==> src/rtl/uart_host_pkg.sv <==
// Shared constants and state encoding for the host-side UART request/response master.
package uart_host_pkg;

    localparam int PKT_BYTES = 12;
    localparam int BYTE_W    = 8;
    localparam int WORD_W    = 32;
    localparam int PKT_W     = PKT_BYTES * BYTE_W;
    localparam int CNT_W     = 4;

    // Bit offsets of the three words inside a 96-bit packet (first word is most significant).
    localparam int W0_LSB       = 2 * WORD_W;
    localparam int W1_LSB       = WORD_W;
    localparam int W2_LSB       = 0;
    localparam int TOP_BYTE_LSB = PKT_W - BYTE_W;

    localparam logic [CNT_W-1:0] CNT_LAST = CNT_W'(PKT_BYTES - 1);

    typedef enum logic [2:0] {
        ST_IDLE     = 3'd0,
        ST_TX_SEND  = 3'd1,
        ST_TX_GUARD = 3'd2,
        ST_TX_WAIT  = 3'd3,
        ST_RX       = 3'd4,
        ST_DONE     = 3'd5
    } state_e;

endpackage

==> src/rtl/uart_rsp_deserializer.sv <==
// Collects the response bytes into a 96-bit packet and flags completion or an
// inter-byte silence longer than the timeout.
module uart_rsp_deserializer
    import uart_host_pkg::*;
#(
    parameter int TIMEOUT_CYCLES = 1000000
) (
    input  logic             clk,
    input  logic             rst,
    input  logic             clear,
    input  logic             enable,
    input  logic             rx_valid,
    input  logic [7:0]       rx_byte,
    output logic             done,
    output logic             timeout,
    output logic [PKT_W-1:0] pkt
);

    localparam int TIMER_W = $clog2(TIMEOUT_CYCLES) + 1;
    localparam logic [TIMER_W-1:0] TIMER_LAST = TIMER_W'(TIMEOUT_CYCLES - 1);
    localparam logic [TIMER_W-1:0] TIMER_MAX  = '1;

    logic [CNT_W-1:0]   cnt_q, cnt_d;
    logic [PKT_W-1:0]   shift_q, shift_d;
    logic [TIMER_W-1:0] timer_q, timer_d;

    always_comb begin
        cnt_d   = cnt_q;
        shift_d = shift_q;
        timer_d = timer_q;
        done    = 1'b0;
        timeout = 1'b0;
        if (clear) begin
            cnt_d   = '0;
            shift_d = '0;
            timer_d = '0;
        end else if (enable) begin
            if (rx_valid) begin
                shift_d = {shift_q[PKT_W-BYTE_W-1:0], rx_byte};
                cnt_d   = cnt_q + 1'b1;
                timer_d = '0;
                done    = (cnt_q == CNT_LAST);
            end else begin
                if (timer_q != TIMER_MAX) begin
                    timer_d = timer_q + 1'b1;
                end
                timeout = (timer_d == TIMER_LAST);
                done    = timeout;
            end
        end
    end

    // The top samples the packet on the same edge the last byte arrives.
    assign pkt = shift_d;

    always_ff @(posedge clk or negedge rst) begin
        if (!rst) begin
            cnt_q   <= '0;
            shift_q <= '0;
            timer_q <= '0;
        end else begin
            cnt_q   <= cnt_d;
            shift_q <= shift_d;
            timer_q <= timer_d;
        end
    end

endmodule

==> src/rtl/uart_host_master.sv <==
// Host-end UART command master: sends a 12-byte command/address/data packet and
// returns the 12-byte status/address/data response as three words.
//
// state    | meaning
// IDLE     | ready for a request, stray rx bytes dropped
// TX_SEND  | waiting for the core to go idle, then pulse transmit
// TX_GUARD | one cycle for the core to raise busy
// TX_WAIT  | waiting for the byte to finish, then advance
// RX       | collecting response bytes, watching inter-byte silence
// DONE     | one-cycle response strobe
module uart_host_master
    import uart_host_pkg::*;
#(
    parameter int TIMEOUT_CYCLES = 1000000
) (
    input  logic        clk,
    input  logic        rst,
    input  logic        cmd_en,
    input  logic [31:0] cmd_command,
    input  logic [31:0] cmd_address,
    input  logic [31:0] cmd_data,
    output logic        cmd_ready,
    output logic        rsp_valid,
    output logic        rsp_timeout,
    output logic [31:0] rsp_status,
    output logic [31:0] rsp_address,
    output logic [31:0] rsp_data,
    output logic        uart_transmit,
    output logic [7:0]  uart_tx_byte,
    input  logic        uart_tx_busy,
    input  logic        uart_received,
    input  logic [7:0]  uart_rx_byte
);

    state_e             state_q, state_d;
    logic [PKT_W-1:0]   tx_shift_q, tx_shift_d;
    logic [CNT_W-1:0]   tx_cnt_q, tx_cnt_d;
    logic [31:0]        rsp_status_q, rsp_status_d;
    logic [31:0]        rsp_address_q, rsp_address_d;
    logic [31:0]        rsp_data_q, rsp_data_d;
    logic               rsp_timeout_q, rsp_timeout_d;

    logic               rx_clear;
    logic               rx_done;
    logic               rx_timeout;
    logic [PKT_W-1:0]   rx_pkt;

    uart_rsp_deserializer #(
        .TIMEOUT_CYCLES (TIMEOUT_CYCLES)
    ) u_rsp_deser (
        .clk      (clk),
        .rst      (rst),
        .clear    (rx_clear),
        .enable   (state_q == ST_RX),
        .rx_valid (uart_received),
        .rx_byte  (uart_rx_byte),
        .done     (rx_done),
        .timeout  (rx_timeout),
        .pkt      (rx_pkt)
    );

    always_comb begin
        state_d       = state_q;
        tx_shift_d    = tx_shift_q;
        tx_cnt_d      = tx_cnt_q;
        rsp_status_d  = rsp_status_q;
        rsp_address_d = rsp_address_q;
        rsp_data_d    = rsp_data_q;
        rsp_timeout_d = rsp_timeout_q;
        rx_clear      = 1'b0;
        uart_transmit = 1'b0;
        case (state_q)
            ST_IDLE: begin
                if (cmd_en) begin
                    tx_shift_d = {cmd_command, cmd_address, cmd_data};
                    tx_cnt_d   = '0;
                    state_d    = ST_TX_SEND;
                end
            end
            ST_TX_SEND: begin
                if (!uart_tx_busy) begin
                    uart_transmit = 1'b1;
                    state_d       = ST_TX_GUARD;
                end
            end
            ST_TX_GUARD: state_d = ST_TX_WAIT;
            ST_TX_WAIT: begin
                if (!uart_tx_busy) begin
                    tx_shift_d = tx_shift_q << BYTE_W;
                    if (tx_cnt_q == CNT_LAST) begin
                        tx_cnt_d = '0;
                        rx_clear = 1'b1;
                        state_d  = ST_RX;
                    end else begin
                        tx_cnt_d = tx_cnt_q + 1'b1;
                        state_d  = ST_TX_SEND;
                    end
                end
            end
            ST_RX: begin
                if (rx_done) begin
                    state_d       = ST_DONE;
                    rsp_timeout_d = rx_timeout;
                    // A timed-out response leaves the previous words visible.
                    if (!rx_timeout) begin
                        rsp_status_d  = rx_pkt[W0_LSB +: WORD_W];
                        rsp_address_d = rx_pkt[W1_LSB +: WORD_W];
                        rsp_data_d    = rx_pkt[W2_LSB +: WORD_W];
                    end
                end
            end
            ST_DONE: state_d = ST_IDLE;
            default: state_d = ST_IDLE;
        endcase
    end

    always_ff @(posedge clk or negedge rst) begin
        if (!rst) begin
            state_q       <= ST_IDLE;
            tx_shift_q    <= '0;
            tx_cnt_q      <= '0;
            rsp_status_q  <= '0;
            rsp_address_q <= '0;
            rsp_data_q    <= '0;
            rsp_timeout_q <= 1'b0;
        end else begin
            state_q       <= state_d;
            tx_shift_q    <= tx_shift_d;
            tx_cnt_q      <= tx_cnt_d;
            rsp_status_q  <= rsp_status_d;
            rsp_address_q <= rsp_address_d;
            rsp_data_q    <= rsp_data_d;
            rsp_timeout_q <= rsp_timeout_d;
        end
    end

    assign cmd_ready    = (state_q == ST_IDLE);
    assign rsp_valid    = (state_q == ST_DONE);
    assign rsp_timeout  = rsp_timeout_q;
    assign rsp_status   = rsp_status_q;
    assign rsp_address  = rsp_address_q;
    assign rsp_data     = rsp_data_q;
    assign uart_tx_byte = tx_shift_q[TOP_BYTE_LSB +: BYTE_W];

endmodule

==> config.mk <==
export PLATFORM = sky130hd
export DESIGN_NAME = uart_host_master
export DESIGN_NICKNAME = d
export VERILOG_FILES = /design/src/rtl/uart_host_pkg.sv /design/src/rtl/uart_rsp_deserializer.sv /design/src/rtl/uart_host_master.sv
export SDC_FILE = /design/constraint.sdc
export NUM_CORES = 1
export LEC_CHECK = 0
export CAP_MARGIN = 40
export CORE_MARGIN = 1.5
export CORE_UTILIZATION = 63
export DETAILED_ROUTE_END_ITERATION = 10
export DONT_BUFFER_PORTS = 1
export GPL_TIMING_DRIVEN = 0
export PLACE_DENSITY = 0.79
export SLEW_MARGIN = 20
export SYNTH_ARGS = -nofsm -noshare
export SYNTH_HDL_FRONTEND = slang
export SYNTH_HIERARCHICAL = 1
export SYNTH_SLANG_ARGS = --single-unit
==> constraint.sdc <==
create_clock -name clk -period 5.3 [get_ports clk]
set_input_delay 0.795 -clock clk [delete_from_list [all_inputs] [get_ports clk]]
set_output_delay 0.795 -clock clk [all_outputs]
set_load 0.03 [all_outputs]
==> metrics.cfg <==
[drt]
routed_wl_um=31100
first_pass_iters=5
met3_length_um=2940
wl_met1_um=12400
viasPerCell=5.97
dr_wl_met2_um=14700
top_layer=met4
drtIter0Drc=528
wl_per_cell_um=19.0
ant_nets=0
vias=9739
drc=0

[global_routing]
antenna_found_initial=0
grt_pass1_wl_um=48700
grt_usage_pct=27.1
overflow=0
grt_max_degree=322
grt_pass1_vias=9687

[placement]
place_area_um2=14200
port_buffers=0
pre_cts_slack_ns=0.571
place.gp.congestion=0.850
placedCellCount=1576
hpwl_um=21500

[logic_synthesis]
ys_warn_count=6
async_flop_share_pct=100
avgSynthCellArea_um2=10.6
synth_top_area_share_pct=58.1
netlist_instances=1299
yosys.area.top_type=dfrtp_1
yosysSeqAreaShare_pct=58.1
synth.distinct_cells=59
yosysMostFrequentCell=nand2_1
yosys_most_used_dff=dfrtp_1
synth_common_cells=nand2_1 (324), dfrtp_1 (321), o21ai_0 (123)
syn_nets=1411
synth_area_leaders=dfrtp_1 (58%), nand2_1 (8.8%), mux2i_1 (6.5%), mux2_2 (5.5%), o21ai_0 (4.5%)
ys_seq_elements=321
synth_edf_count=0
netlist_area_um2=13800

[critical_path]
required_ns=5.75
cp_max_fo=10
critPathArrivalTime_ns=5.22
critPathLaunchType=register
crit_path_end_kind=register
path_class=register to register

[run_status]
outcome=complete, but fails checks
failed_checks=negative hold slack

[timing]
hold_viol_final=81
min_period_over_period_pct=90.1
finalSetupViolations=0
fin_setup_tns_ns=0
slew_viol_final=0
slew_headroom_pct=40.2
timing.hold.ws_ns=-0.0729
layout_min_cycle_time_ns=4.77
tightest_slew_ns=0.894
finClkSkew_ns=0.0229
rsz0062_at_grt=false
fmax_mhz=209
worst_slack_ns=0.526

[die]
die_area_um2=22800
start_util_pct=64.9
die_w_um=151
core_area_um2=21300
num_rows=53
ioPinCount=217
die_h_um=151

[power]
seq_power_share_pct=44.4
power_frac_comb_pct=22.7
switchingPower_mw=2.13
p_sw_share_pct=30.5
pwr-share-clk_pct=32.9
pwr_density_cell_nw_per_um2=457
p_total_mw=6.96
p_leak_nw=7.38
irDropWorstVdd_uv=316
p_int_mw=4.84

[finish]
syn_to_final_growth_pct=10.4
drive_gt1_share_pct=13.3
final_util_pct=71.6
stdcell_count=1631
n_fill_cell=1464
regArea_um2=8030
nets=1446
antennaDiodeCount=0
multi_input_area_um2=5290
final_area_um2=15200

[clock_tree]
clkLatencyLatePin_ns=0.58
clock_sinks=321
cts_root_buf=clkbuf_16
clk_pin_slew_worst_paths_ns=0.06
cts_buffers=31
cts_buffer_depth=3
cts_resized=0
htree_levels=1
post_cts_buffers=0
cts_tree=done

[flow_run]
maxCapViolations=0

[min_path]
hold_class=primary input to asynchronous set/reset pin

final cells by class:
cell class | count | share of cell area [%]
clock buffer | 38 | 5.65
inverter | 5 | 0.123
buffer | 96 | 3.13
timing repair buffer | 2 | 0.0656
sequential | 321 | 52.7
clock inverter | 17 | 1.39
tap | 275 | 2.26
multi-input combinational | 877 | 34.7
power groups by stage:
stage                     combinational [mW]  clock (mW)  sequential, mW
after floorplan                         1.27           0            3.06
after global placement                  1.52           0            3.11
after detailed placement                1.58           0            3.13
after CTS                               1.59        2.32            3.09
after global routing                    1.76        2.43            3.14
final                                   1.58        2.29            3.09
per-layer routing:
| layer | vias up | GRT usage (%) |
|---|---|---|
| li1 | 4510 | - |
| met1 | 4843 | 34.3 |
| met2 | 321 | 44.4 |
| met3 | 65 | 8.16 |
| met4 | 0 | 9.42 |
| met5 | - | 0 |
worst max-delay path, stage by stage (launching register included):
cell	delay [ns]
dfrtp_1	0.32
clkbuf_1	0.28
nand2_1	0.15
or4_1	0.62
nor3_2	0.47
nor3_1	0.17
mux2i_1	0.19
or4_1	0.54
o21ai_1	0.22
nand2_1	0.13
nor4_4	0.66
buf_4	0.35
buf_6	0.19
mux2_1	0.34
registers in the layout (all words and copies together) (netlist names):
signal	flops
tx_cnt_q	4
state_q	3
u_rsp_deser/timer_q	21
rsp_address	32
u_rsp_deser/shift_q	96
u_rsp_deser/cnt_q	4
rsp_timeout	1
tx_shift_q	96
rsp_status	32
rsp_data	32
kinds of logic (layout without fill, tap and decap cells):
kind of cell             after synthesis  count (layout)  synth area share [%]
adder cells (fa/ha/maj)                3               3                 0.272
multiplexers                         186             186                  14.3
flip-flops                           321             321                  58.1
AND/OR/NAND/NOR                      415             415                  12.9
AO/OA/AOI/OAI                        261             261                  9.97
buffers and inverters                101             158                  3.59
XOR/XNOR                              12              12                 0.761
path summary, 6_finish.rpt:
path,cells past startpoint,slack (ns),end,from
min reg2reg,2,0.48,tx_shift_q[18],tx_shift_q[18]
max in group asynchronous,0,4.76,rsp_status[8],rst
max reg2reg,13,0.53,rsp_status[8],u_rsp_deser/timer_q[10]
min in group clk,2,0.36,tx_shift_q[3],cmd_data[3]
min,0,-0.07,tx_shift_q[18],rst
max,13,0.53,rsp_status[8],u_rsp_deser/timer_q[10]
layout by cell type (no fill, tap or decap), drive strengths merged, types with 2 or more instances in the layout:
cell type,instances
a31oi,4
nor3b,3
and3,4
mux2i,90
clkinv,7
nand3,11
o211ai,2
and2,4
a21oi,113
buf,48
nand4,6
o21ai,124
and3b,2
clkbuf,88
ha,3
xnor2,8
nand2,324
bufinv,4
o31ai,4
o22ai,3
nor4,3
a21o,4
nor2,31
mux2,96
inv,6
clkinvlp,5
dfrtp,321
xor2,4
nor4b,5
or4,3
nor3,8
or3,2
nand3b,2
No activity file was read; power rests on OpenSTA's default activity.
